File: config.mk
export PLATFORM = sky130hd
export DESIGN_NAME = execute_stage
export DESIGN_NICKNAME = d
export VERILOG_FILES = /design/src/rtl/execute_stage.sv
export SDC_FILE = /design/constraint.sdc
export NUM_CORES = 1
export LEC_CHECK = 0
export ABC_AREA = 1
export CORE_ASPECT_RATIO = 0.9
export CORE_MARGIN = 3
export CORE_UTILIZATION = 30
export CTS_CLUSTER_DIAMETER = 150
export DETAILED_ROUTE_END_ITERATION = 8
export HOLD_SLACK_MARGIN = 0.15
export PLACE_DENSITY = 0.5
export SLEW_MARGIN = 15
export SYNTH_ARGS = -nofsm -noshare
export SYNTH_HDL_FRONTEND = slang
export SYNTH_SLANG_ARGS = --single-unit
File: constraint.sdc
create_clock -name clk -period 3.7 [get_ports clk]
set_input_delay 0.74 -clock clk [delete_from_list [all_inputs] [get_ports clk]]
set_output_delay 0.74 -clock clk [all_outputs]
set_load 0.005 [all_outputs]
File: src/rtl/execute_stage.sv
// execute_stage: single-cycle ALU for ADD/SUB/logic/shift ops, with a 32-step serial shift-add multiplier.
// MUL holds the stage through IDLE -> BUSY (32 steps) -> DONE. Outputs freeze under holdi; flushi kills.
module execute_stage (
  input  logic        clk,
  input  logic        rst,
  input  logic [31:0] R1i,
  input  logic [31:0] R2i,
  input  logic [31:0] R3i,
  input  logic [3:0]  destRegi,
  input  logic [2:0]  ALUinsi,
  input  logic        wmemi,
  input  logic        rmemi,
  input  logic        wregi,
  input  logic        immi,
  input  logic        wpci,
  input  logic        jmpi,
  input  logic        validi,
  input  logic        holdi,
  input  logic        flushi,
  output logic        stallo,
  output logic [31:0] ALURes,
  output logic [31:0] StoreData,
  output logic [3:0]  DestR,
  output logic        Wmem,
  output logic        Rmem,
  output logic        Wreg,
  output logic        Wpc,
  output logic        Jmp,
  output logic        Z,
  output logic        N,
  output logic        valido
);
  typedef enum logic [1:0] {IDLE, BUSY, DONE} state_t;
  state_t      r_state, w_next;
  logic [31:0] w_b, w_res, r_a, r_b, r_acc, r_sd;
  logic [4:0]  r_cnt, r_ctl;
  logic [3:0]  r_dest;
  logic        w_mul;
  assign w_b   = immi ? R3i : R2i;
  assign w_mul = ALUinsi == 3'b111;
  always_comb begin
    w_res = '0;
    case (ALUinsi)
      3'b000:  w_res = R1i + w_b;
      3'b001:  w_res = R1i - w_b;
      3'b010:  w_res = R1i & w_b;
      3'b011:  w_res = R1i | w_b;
      3'b100:  w_res = R1i ^ w_b;
      3'b101:  w_res = R1i << w_b[4:0];
      3'b110:  w_res = R1i >> w_b[4:0];
      default: w_res = '0;
    endcase
  end
  // The IDLE term is gated by rst so stallo drops during reset unless holdi is up.
  always_comb begin
    w_next = r_state;
    w_next = flushi ? IDLE :
             r_state == IDLE ? ((validi && w_mul) ? BUSY : IDLE) :
             r_state == BUSY ? ((r_cnt == 5'd31) ? DONE : BUSY) :
             (holdi ? DONE : IDLE);
    stallo = holdi || (rst && ((r_state == IDLE && validi && w_mul) || r_state != IDLE));
  end
  always_ff @(posedge clk or negedge rst) begin
    if (!rst) begin
      r_state <= IDLE;
      r_cnt <= '0;
      r_a <= '0;
      r_b <= '0;
      r_acc <= '0;
      r_sd <= '0;
      r_ctl <= '0;
      r_dest <= '0;
      ALURes <= '0;
      StoreData <= '0;
      DestR <= '0;
      {Wmem, Rmem, Wreg, Wpc, Jmp} <= '0;
      Z <= 1'b0;
      N <= 1'b0;
      valido <= 1'b0;
    end else begin
      r_state <= w_next;
      if (flushi) begin
        r_cnt <= '0;
        valido <= 1'b0;
      end else begin
        if (r_state == IDLE && validi && w_mul) begin
          r_a <= R1i;
          r_b <= w_b;
          r_acc <= '0;
          r_cnt <= '0;
          r_sd <= R2i;
          r_dest <= destRegi;
          r_ctl <= {wmemi, rmemi, wregi, wpci, jmpi};
        end
        if (r_state == BUSY) begin
          r_acc <= r_acc + (r_b[0] ? r_a : 32'd0);
          r_a <= r_a << 1;
          r_b <= r_b >> 1;
          r_cnt <= r_cnt + 5'd1;
        end
        if (!holdi) begin
          if (r_state == DONE) begin
            ALURes <= r_acc;
            StoreData <= r_sd;
            DestR <= r_dest;
            {Wmem, Rmem, Wreg, Wpc, Jmp} <= r_ctl;
            Z <= r_acc == 32'd0;
            N <= r_acc[31];
            valido <= 1'b1;
          end else if (r_state == IDLE) begin
            ALURes <= w_res;
            StoreData <= R2i;
            DestR <= destRegi;
            {Wmem, Rmem, Wreg, Wpc, Jmp} <= {wmemi, rmemi, wregi, wpci, jmpi};
            Z <= w_res == 32'd0;
            N <= w_res[31];
            valido <= validi && !w_mul;
          end else begin
            valido <= 1'b0;
          end
        end
      end
    end
  end
endmodule

* After elaboration in Yosys (flattened, before gate mapping)
Index checks and enable logic that the tools add are counted.
** Operators by class
- Div/mod/pow operators :: 0
- Shift operators :: 2
- Reduce and logical (&&, ||, !) cells :: 19
- $mul :: 0
- Multiplexer cells :: 42
- Bitwise gates (word level) :: 5
- Add/sub/neg operators :: 4
- Equality and inequality tests :: 11
- Magnitude comparators :: 0
** Operator list (count)
- $mux 32 :: 12
- $pmux 32 s7 :: 1
- $add 32x32->32 :: 2
- $logic_not 32->1 :: 2
- $and 32x32->32 :: 1
- $or 32x32->32 :: 1
- $shl 32x5->32 :: 1
- $shr 32x5->32 :: 1
- $sub 32x32->32 :: 1
- $xor 32x32->32 :: 1
- $mux 1 :: 19
- $mux 5 :: 3
- $eq 3x3->1 const B :: 4
- $mux 2 :: 5
- $mux 4 :: 2
- $eq 3x2->1 const B :: 2
- $reduce_bool 2->1 :: 3
- $add 5x1->5 const B :: 1
- $eq 5x5->1 const B :: 1
- $logic_and 1x1->1 :: 5
- $reduce_and 2->1 :: 2
- $eq 3x1->1 const B :: 1
- $logic_not 3->1 :: 1
- $reduce_and 3->1 :: 1
- 8 further kinds :: 10
** Storage, ports and cells
- Input port bits :: 114
- Memory bits (writable) :: 0
- Latch bits :: 0
- Bits in registers :: 220
- Bits in read-only memories :: 0
- Memories :: 0

* Longest topological paths before layout
Gate-level depths: netlist (run 1).
- Depth in word-level cells :: 7
- Depth in mapped cells :: 34
- Gate-level depth less buffers :: 31

* Worst setup path before layout (run 1)
Ideal clock, no wire load.
- Path type :: input-to-reg
- Start point :: input port immi
- End point :: register Z
- Required time :: 3.629 ns
- Stages :: 32
- Arrival time :: 4.394 ns
- Setup slack :: -0.766 ns
- Path buffers :: 3
- Path through :: inv_2 > clkbuf_2 > nand2_1 > o21ai_2 > buf_4 > buf_2 > ha_1 > inv_1 > nor3_1 > nand3_1 > nor3_2 > nand2_1 > nor4_4 > nand4_1 > nand2_1 > xor2_1 > ha_1 > a21oi_1 > nor2_1 > nor2_1 > nor2_1 > nor2_1 > nand2_1 > a21oi_1 > nand3_1 > nand3_1 > nand2_1 > nor2_1 > nand3_1 > nor2_1 > nor2_1 > nor2_1
** On the way
- Longest elaborated chain between the ends :: 6
** RTL lines
- start: declaration :: RTL line 14 : input logic immi,
- $mux 32 * :: RTL line 39 : assign w_b = immi ? R3i : R2i;
- $sub 32x32->32 (tied with other cells) :: RTL line 45 : 3'b001: w_res = R1i - w_b;
- $pmux 32 s7 * :: RTL line 43 : case (ALUinsi)
- $logic_not 32->1 * :: RTL line 115 : Z <= w_res == 32'd0;
- $mux 1 * :: RTL line 110 : end else if (r_state == IDLE) begin
- $mux 1 * :: RTL line 102 : if (r_state == DONE) begin
- end signal: assignment :: RTL line 77 : Z <= 1'b0;
- end signal: assignment :: RTL line 107 : Z <= r_acc == 32'd0;
- end signal: assignment :: RTL line 115
- end: declaration :: RTL line 29 : output logic Z,
Every way passes the cells marked *; elsewhere a longest branch is shown, timed or not. The select of a mux whose other input is x is not followed.
A chain may end at the register's enable or synchronous reset.

* Worst setup path after layout (run 1)
- Start point :: input port R3i[3]
- End point :: register Z
** On the way
- Longest elaborated chain between the ends :: 6
** RTL lines
- start: declaration :: RTL line 8 : input logic [31:0] R3i,
- $mux 32 * :: RTL line 39
- $sub 32x32->32 (tied with other cells) :: RTL line 45
- $pmux 32 s7 * :: RTL line 43
- $logic_not 32->1 * :: RTL line 115
- $mux 1 * :: RTL line 110
- $mux 1 * :: RTL line 102
Marks and branches as above.

==> out/metrics.yaml, run 1 <==
status: "complete, but fails checks"
violations: "setup timing"
core_mm2: 0.0645
crit_arrival_ns: 4.73
synth_xor_area_frac: 0.0169
r2r_cells: 19
hold_viol: 0
cts-buffers-inserted: 27
use_met3: 0.0553
syn-mean-instance-area_um2: 6.39
rsz0062_at_grt: "true"
min-delay-start: "r_ctl[1]"
dp_cells: 4451
viasPerCell: 5.16
routedWlPerCell_um: 20.2
grt_antenna_before_repair: 0
worstSetupEndpointType: "flop"
yosysTopAreaCell: "dfrtp_1"
worst_pin_slew_ns: 1.01
dp_hpwl_mm: 72.3
min_path_type: "flop to flop"
min_to: "r_ctl[1]"
synth_fp_nets: 3322
crit_path_max_fanout: 4
clock_latency_ns: 0.58
mappedNetlistArea_mm2: 0.0197
synthDistinctLibCells: 50
antenna-diode-count: 0
ys_ff_latch: 219
synth_top_family_by_area: "simple AND/OR/NAND/NOR gates"
finalNonFillerCells: 4543
place_area_mm2: 0.0258
cp_data_required_time_ns: 4.19
setup_violations: 21
grt_use_total: 0.259
grt-busiest-layer: "met2"
r2r_end: "r_acc[24]"
die_height_um: 249
power.leakage_uw: 0.0140
startpoint_type: "input pin"
path_clk_slew_ns: 0.06
via_count: 23455
start_util: 0.305
drt_iter0_markers: 2271
synthMuxAreaShare: 0
portBuffers: 190
grt_pass1_vias: 21951
synth.area.top_cells: "dfrtp_1, nand2_1, nand3_1"
path_class: "input pin to flop"
clockBufferDepth: 3
reg2reg_slack_ns: 0.51
min_path_cells: 2
period_needed_ns: 4.24
rr_startpoint: "r_b[0]"
drc: 0
final_net_count: 3914
htreeDepth: 1
grt_max_degree: 133
yosys.area_share.adder: 0.0854
overflow: 0
synthSimpleGateAreaFrac: 0.350
fp-row-count: 88
fin_ws_ns: -0.536
cellPowerDensity_mw_per_mm2: 410
totalWireLength_mm: 91.9
synth_compound_area_frac: 0.175
finalCritPeriodShare: 1.14
ant_nets: 0
fillers: 6838
drv_cap: 0
first_pass_iters: 5
drive_above_1_share: 0.251
synth-warning-count: 0
seq_area_mm2: 0.00548
syn_inst: 3075
multiInputGateArea_mm2: 0.0139
ir_drop_v: 0.000363
grt.met2_usage: 0.395
area_growth_syn_to_layout_pct: 45.8
io_pins: 191
drv_slew: 0
holdWs_ns: 0.464
met1_usage: 0.372
slew_headroom: 0.321
cts_tree: "done"
cts-root-buf: "clkbuf_16"
grt_pass1_wl_mm: 136
die_area_mm2: 0.0686
yosysSeqAreaShare: 0.279
clock_sinks: 219
gp_congestion: 1.01
yosys.area.top_type_share: 0.279
fp.dieW_um: 276
final_area_mm2: 0.0287
clock.fmax_mhz: 236
fin_skew_ns: 0.0299
[area by class of cell]
cell class,count,area share
tap,855,0.0373
inverter,303,0.0408
clock buffer,31,0.0244
sequential,219,0.191
timing repair buffer,711,0.213
clock inverter,19,0.00646
multi-input combinational,2405,0.486
[repair_timing]
action,CTS,global route
pin swaps,72,156
endpoints found under the hold margin,28,0
hold buffers,1,0
gates cloned,0,0
setup endpoints to repair,27,28
buffers inserted,11,45
resized for setup,162,289
[layout by cell type, fill, tap and decap left out, types with 11 or more instances in the layout]
master / count
nand2_1: 807
buf_4: 475
nand3_1: 330
inv_1: 263
o21ai_0: 224
nor2_1: 222
dfrtp_1: 219
clkdlybuf4s50_1: 179
ha_1: 119
a21oi_1: 106
nand2_2: 60
a31oi_1: 49
o21ai_1: 44
o211ai_1: 42
nor2_2: 39
nor2_4: 34
nand3_2: 33
inv_2: 29
nand4_1: 28
buf_6: 28
clkbuf_16: 27
o21ai_2: 25
xor2_1: 23
a21oi_2: 22
a221oi_1: 20
nand2_4: 15
buf_12: 14
o21ai_4: 13
o22ai_1: 13
nor3_1: 12
ha_4: 11
[Yosys cell counts, drive strengths merged]
cell type,count
nor4,7
a22o,3
o21ai,306
a21o,7
a31o,1
o21bai,3
buf,63
nand4,28
o22ai,13
a221oi,20
o221ai,1
clkbuf,85
nor2,295
nand2,883
xnor2,5
a21oi,134
nand3b,8
fa,2
a211oi,4
or2,12
ha,131
o21a,4
a21boi,4
a31oi,49
and2,2
dfrtp,219
clkinv,3
o31ai,9
nand3,373
xor2,33
o211ai,42
inv,300
nor3,25
o41ai,1
[cell families (layout without fill, tap and decap cells)]
family	count (synthesis)	count (layout)
XOR/XNOR	38	38
flip-flops	219	219
adder cells (fa/ha/maj)	133	133
AO/OA/AOI/OAI	601	601
AND/OR/NAND/NOR	1633	1633
buffers and inverters	451	1064
[through the flow]
| step | setup slack [ns] | util | setup TNS (ns) | total power, uW |
|---|---|---|---|---|
| final | -0.536 | 0.444 | -5.02 | 11800 |
| after global routing | -0.735 | 0.444 | -8.44 | 12500 |
| after CTS | -0.414 | 0.423 | -3.29 | 11400 |
| after global placement | -1.41 | 0.400 | -32.53 | 8460 |
| after floorplan | -0.585 | - | -3.71 | 6050 |
| after detailed placement | -1.50 | 0.400 | -33.05 | 8460 |
[worst max-delay path, stage by stage]
cell and delay, ns:
clkdlybuf4s50_1 0.41, nand2_2 0.08, o21ai_4 0.10, nor3_4 0.24
nand3_4 0.12, nor3_4 0.26, nand2_2 0.11, nor4_4 0.23
buf_4 0.17, a31oi_1 0.09, xor2_1 0.18, ha_1 0.39
buf_4 0.16, nand4_1 0.23, nor2_2 0.22, nand2_1 0.09
nand3_2 0.11, nand2_1 0.05, nand2_1 0.07, nor2_2 0.05
nor2_1 0.09, nand2_1 0.06, nor2_1 0.09, nand3_1 0.08
nor2_1 0.11, nor2_1 0.05, nor2_1 0.13
[layer usage]
| metal | share of wire | up-vias |
|---|---|---|
| met5 | 0 | - |
| met1 | 0.45 | 11068 |
| met4 | 0.028 | 0 |
| met2 | 0.44 | 844 |
| li1 | - | 11417 |
| met3 | 0.082 | 126 |
[registers in the layout, indices dropped and copies added, names as in the netlist]
signal     count
r_ctl          5
DestR          4
Jmp            1
r_cnt          5
r_state        2
r_b           32
r_sd          32
StoreData     32
r_acc         32
valido         1
ALURes        32
r_dest         4
Wmem           1
Wreg           1
Z              1
Wpc            1
r_a           32
Rmem           1
[worst max path at each step]
stage / start / cells past startpoint / slack (ns) / endpoint
finish: R3i[3] / 27 / -0.54 / Z
global placement: R2i[1] / 28 / -1.41 / Z
global route: immi / 32 / -0.74 / Z
CTS: immi / 29 / -0.41 / Z
detailed placement: R2i[1] / 30 / -1.50 / Z
floorplan: immi / 33 / -0.58 / Z
[report_power, final]
group | switching (uW) | internal (uW)
registers | 415 | 2970
clock network | 1180 | 1520
logic | 3270 | 2410
total | 4860 | 6890
Note: power is estimated with default switching activity, not from simulation.
==> inputs of run 2 (changes only) <==
- PLACE_DENSITY: 0.5 -> default
==> out/metrics.yaml, run 2 (synthesis results as in run 1) <==
clock_latency_ns: 0.56  # was 0.58 ns
drv_cap: 0  # unchanged
routedWlPerCell_um: 19.9  # was 20.2 um
finalNonFillerCells: 4527  # was 4543
cp_data_required_time_ns: 4.19  # about the same
rr_startpoint: "r_b[0]"  # unchanged
drt_iter0_markers: 2333  # was 2271
place_area_mm2: 0.0256  # was 0.0258 mm2
worst_pin_slew_ns: 1.02  # was 1.01 ns
htreeDepth: 1  # unchanged
drc: 0  # unchanged
core_mm2: 0.0645  # unchanged
hold_viol: 0  # unchanged
drv_slew: 0  # unchanged
mostFrequentLayoutCell: "nand2_1"  # unchanged
power.leakage_uw: 0.0140  # about the same
worstSetupEndpointType: "flop"  # unchanged
path_clk_slew_ns: 0.07  # was 0.06 ns
setup_violations: 21  # unchanged
totalWireLength_mm: 89.9  # was 91.9 mm
cts-buffers-inserted: 26  # was 27
cts_tree: "done"  # unchanged
portBuffers: 190  # unchanged
area_growth_syn_to_layout_pct: 45.9  # was 45.8%
r2r_cells: 18  # was 19
first_pass_iters: 6  # was 5
fp.dieW_um: 276  # unchanged
cts-root-buf: "clkbuf_16"  # unchanged
finalCritPeriodShare: 1.12  # was 1.14
ir_drop_v: 0.000331  # was 0.000363 V
r2r_end: "r_acc[24]"  # unchanged
via_count: 23490  # about the same
ant_nets: 0  # unchanged
reg2reg_slack_ns: 0.40  # was 0.51 ns
slew_headroom: 0.318  # was 0.321
rsz0062_at_grt: "true"  # unchanged
clock.fmax_mhz: 241  # was 236 MHz
startpoint_type: "input pin"  # unchanged
crit_arrival_ns: 4.63  # was 4.73 ns
drive_above_1_share: 0.249  # was 0.251
min_to: "r_sd[31]"  # was r_ctl[1]
die_area_mm2: 0.0686  # unchanged
overflow: 0  # unchanged
fp-row-count: 88  # unchanged
grt_antenna_before_repair: 1  # was 0
viasPerCell: 5.19  # was 5.16
period_needed_ns: 4.14  # was 4.24 ns
crit_path_max_fanout: 7  # was 4
min-delay-start: "r_sd[31]"  # was r_ctl[1]
grt_use_total: 0.254  # was 0.259
grt_pass1_vias: 22002  # about the same
io_pins: 191  # unchanged
dp_cells: 4424  # was 4451
clockBufferDepth: 3  # unchanged
fin_setup_tns_ns: -4.80  # was -5.02 ns
gp_congestion: 1.04  # was 1.01
min_path_type: "flop to flop"  # unchanged
cp-startpoint: "immi"  # was R3i[3]
fin_ws_ns: -0.442  # was -0.536 ns
grt_pass1_wl_mm: 135  # was 136 mm
dp_hpwl_mm: 70.7  # was 72.3 mm
start_util: 0.305  # unchanged
final_net_count: 3899  # was 3914
path_class: "input pin to flop"  # unchanged
cellPowerDensity_mw_per_mm2: 415  # was 410 mW/mm2
die_height_um: 249  # unchanged
fin_skew_ns: 0.0191  # was 0.0299 ns
clock_sinks: 219  # unchanged
violations: "setup timing"  # unchanged
final_area_mm2: 0.0287  # about the same
min_path_cells: 2  # unchanged
final_cell_mix: "nand2_1, buf_4, nand3_1, inv_1, o21ai_0"  # unchanged
status: "complete, but fails checks"  # unchanged
grt_max_degree: 142  # was 133
==> run 2: changes by cell type in the layout (fill, tap and decap cells not counted), sizes merged <==
cell | before | now
clkdlybuf4s15 | 2 | 1
diode | 0 | 1
dlymetal6s2s | 3 | 1
clkinv | 16 | 8
buf | 521 | 511
dlygate4sd2 | 2 | 6
clkdlybuf4s50 | 179 | 177
inv | 301 | 300
clkbuf | 34 | 35
bufinv | 2 | 4
==> run 2: final cells by class <==
type	count	area [um2]
clock buffer	35	754
multi-input combinational	2405	14000
tap	855	1070
timing repair buffer	697	6070
antenna	1	2.50
inverter	303	1160
fill	6789	35800
sequential	219	5480
clock inverter	12	194
==> run 2: worst max-delay path by stage <==
stage                            end  slack (ns)
after global placement             Z       -1.44
after detailed placement  ALURes[22]       -1.47
after CTS                          Z       -0.50
final                              Z       -0.44
after global routing               Z       -0.68
after floorplan                    Z       -0.58
==> run 2: timing repair <==
item | in CTS | in global routing
pin swaps | 129 | 140
setup endpoints to repair | 28 | 29
resized for setup | 259 | 220
hold buffers | 1 | 0
hold endpoints to repair | 16 | 0
cloned | 0 | 0
buffers inserted | 44 | 25
==> run 2: stage by stage <==
stage | setup slack, ns | hold slack (ns) | util | total power (uW)
global route | -0.681 | 0.483 | 0.445 | 12700
finish | -0.442 | 0.468 | 0.445 | 11900
CTS | -0.498 | 0.470 | 0.429 | 11600
detailed placement | -1.47 | 0.453 | 0.397 | 8400
floorplan | -0.585 | 0.437 | - | 6050
global placement | -1.44 | 0.449 | 0.397 | 8390
==> run 2: power breakdown <==
part           switching (uW)  internal (uW)
sequential                424           2970
clock                    1140           1720
combinational            3250           2400
total                    4820           7080
==> run 2: critical path, cell delays in order <==
cell and delay, ns:
buf_16 0.13, buf_12 0.14, buf_12 0.14, nand2_4 0.07
o21ai_4 0.11, nor3_4 0.23, nand3_4 0.12, nor3_4 0.20
nand2_2 0.11, nor4_4 0.34, buf_4 0.18, a21oi_2 0.05
xor2_1 0.18, ha_2 0.40, nand2_4 0.09, nor2_2 0.14
inv_1 0.12, nor4_4 0.33, a21oi_4 0.11, inv_1 0.06
nand2_1 0.06, nand3_2 0.08, nand2_2 0.06, nor2_2 0.12
nand3_1 0.07, nor2_1 0.10, nor2_1 0.05, nor2_1 0.10
==> run 2: layer usage <==
metal	track usage	vias up	routed length [um]
li1	-	11383	-
met5	0	-	0
met3	0.0399	125	7380
met2	0.389	857	39300
met1	0.373	11125	40600
met4	0.0600	0	2590
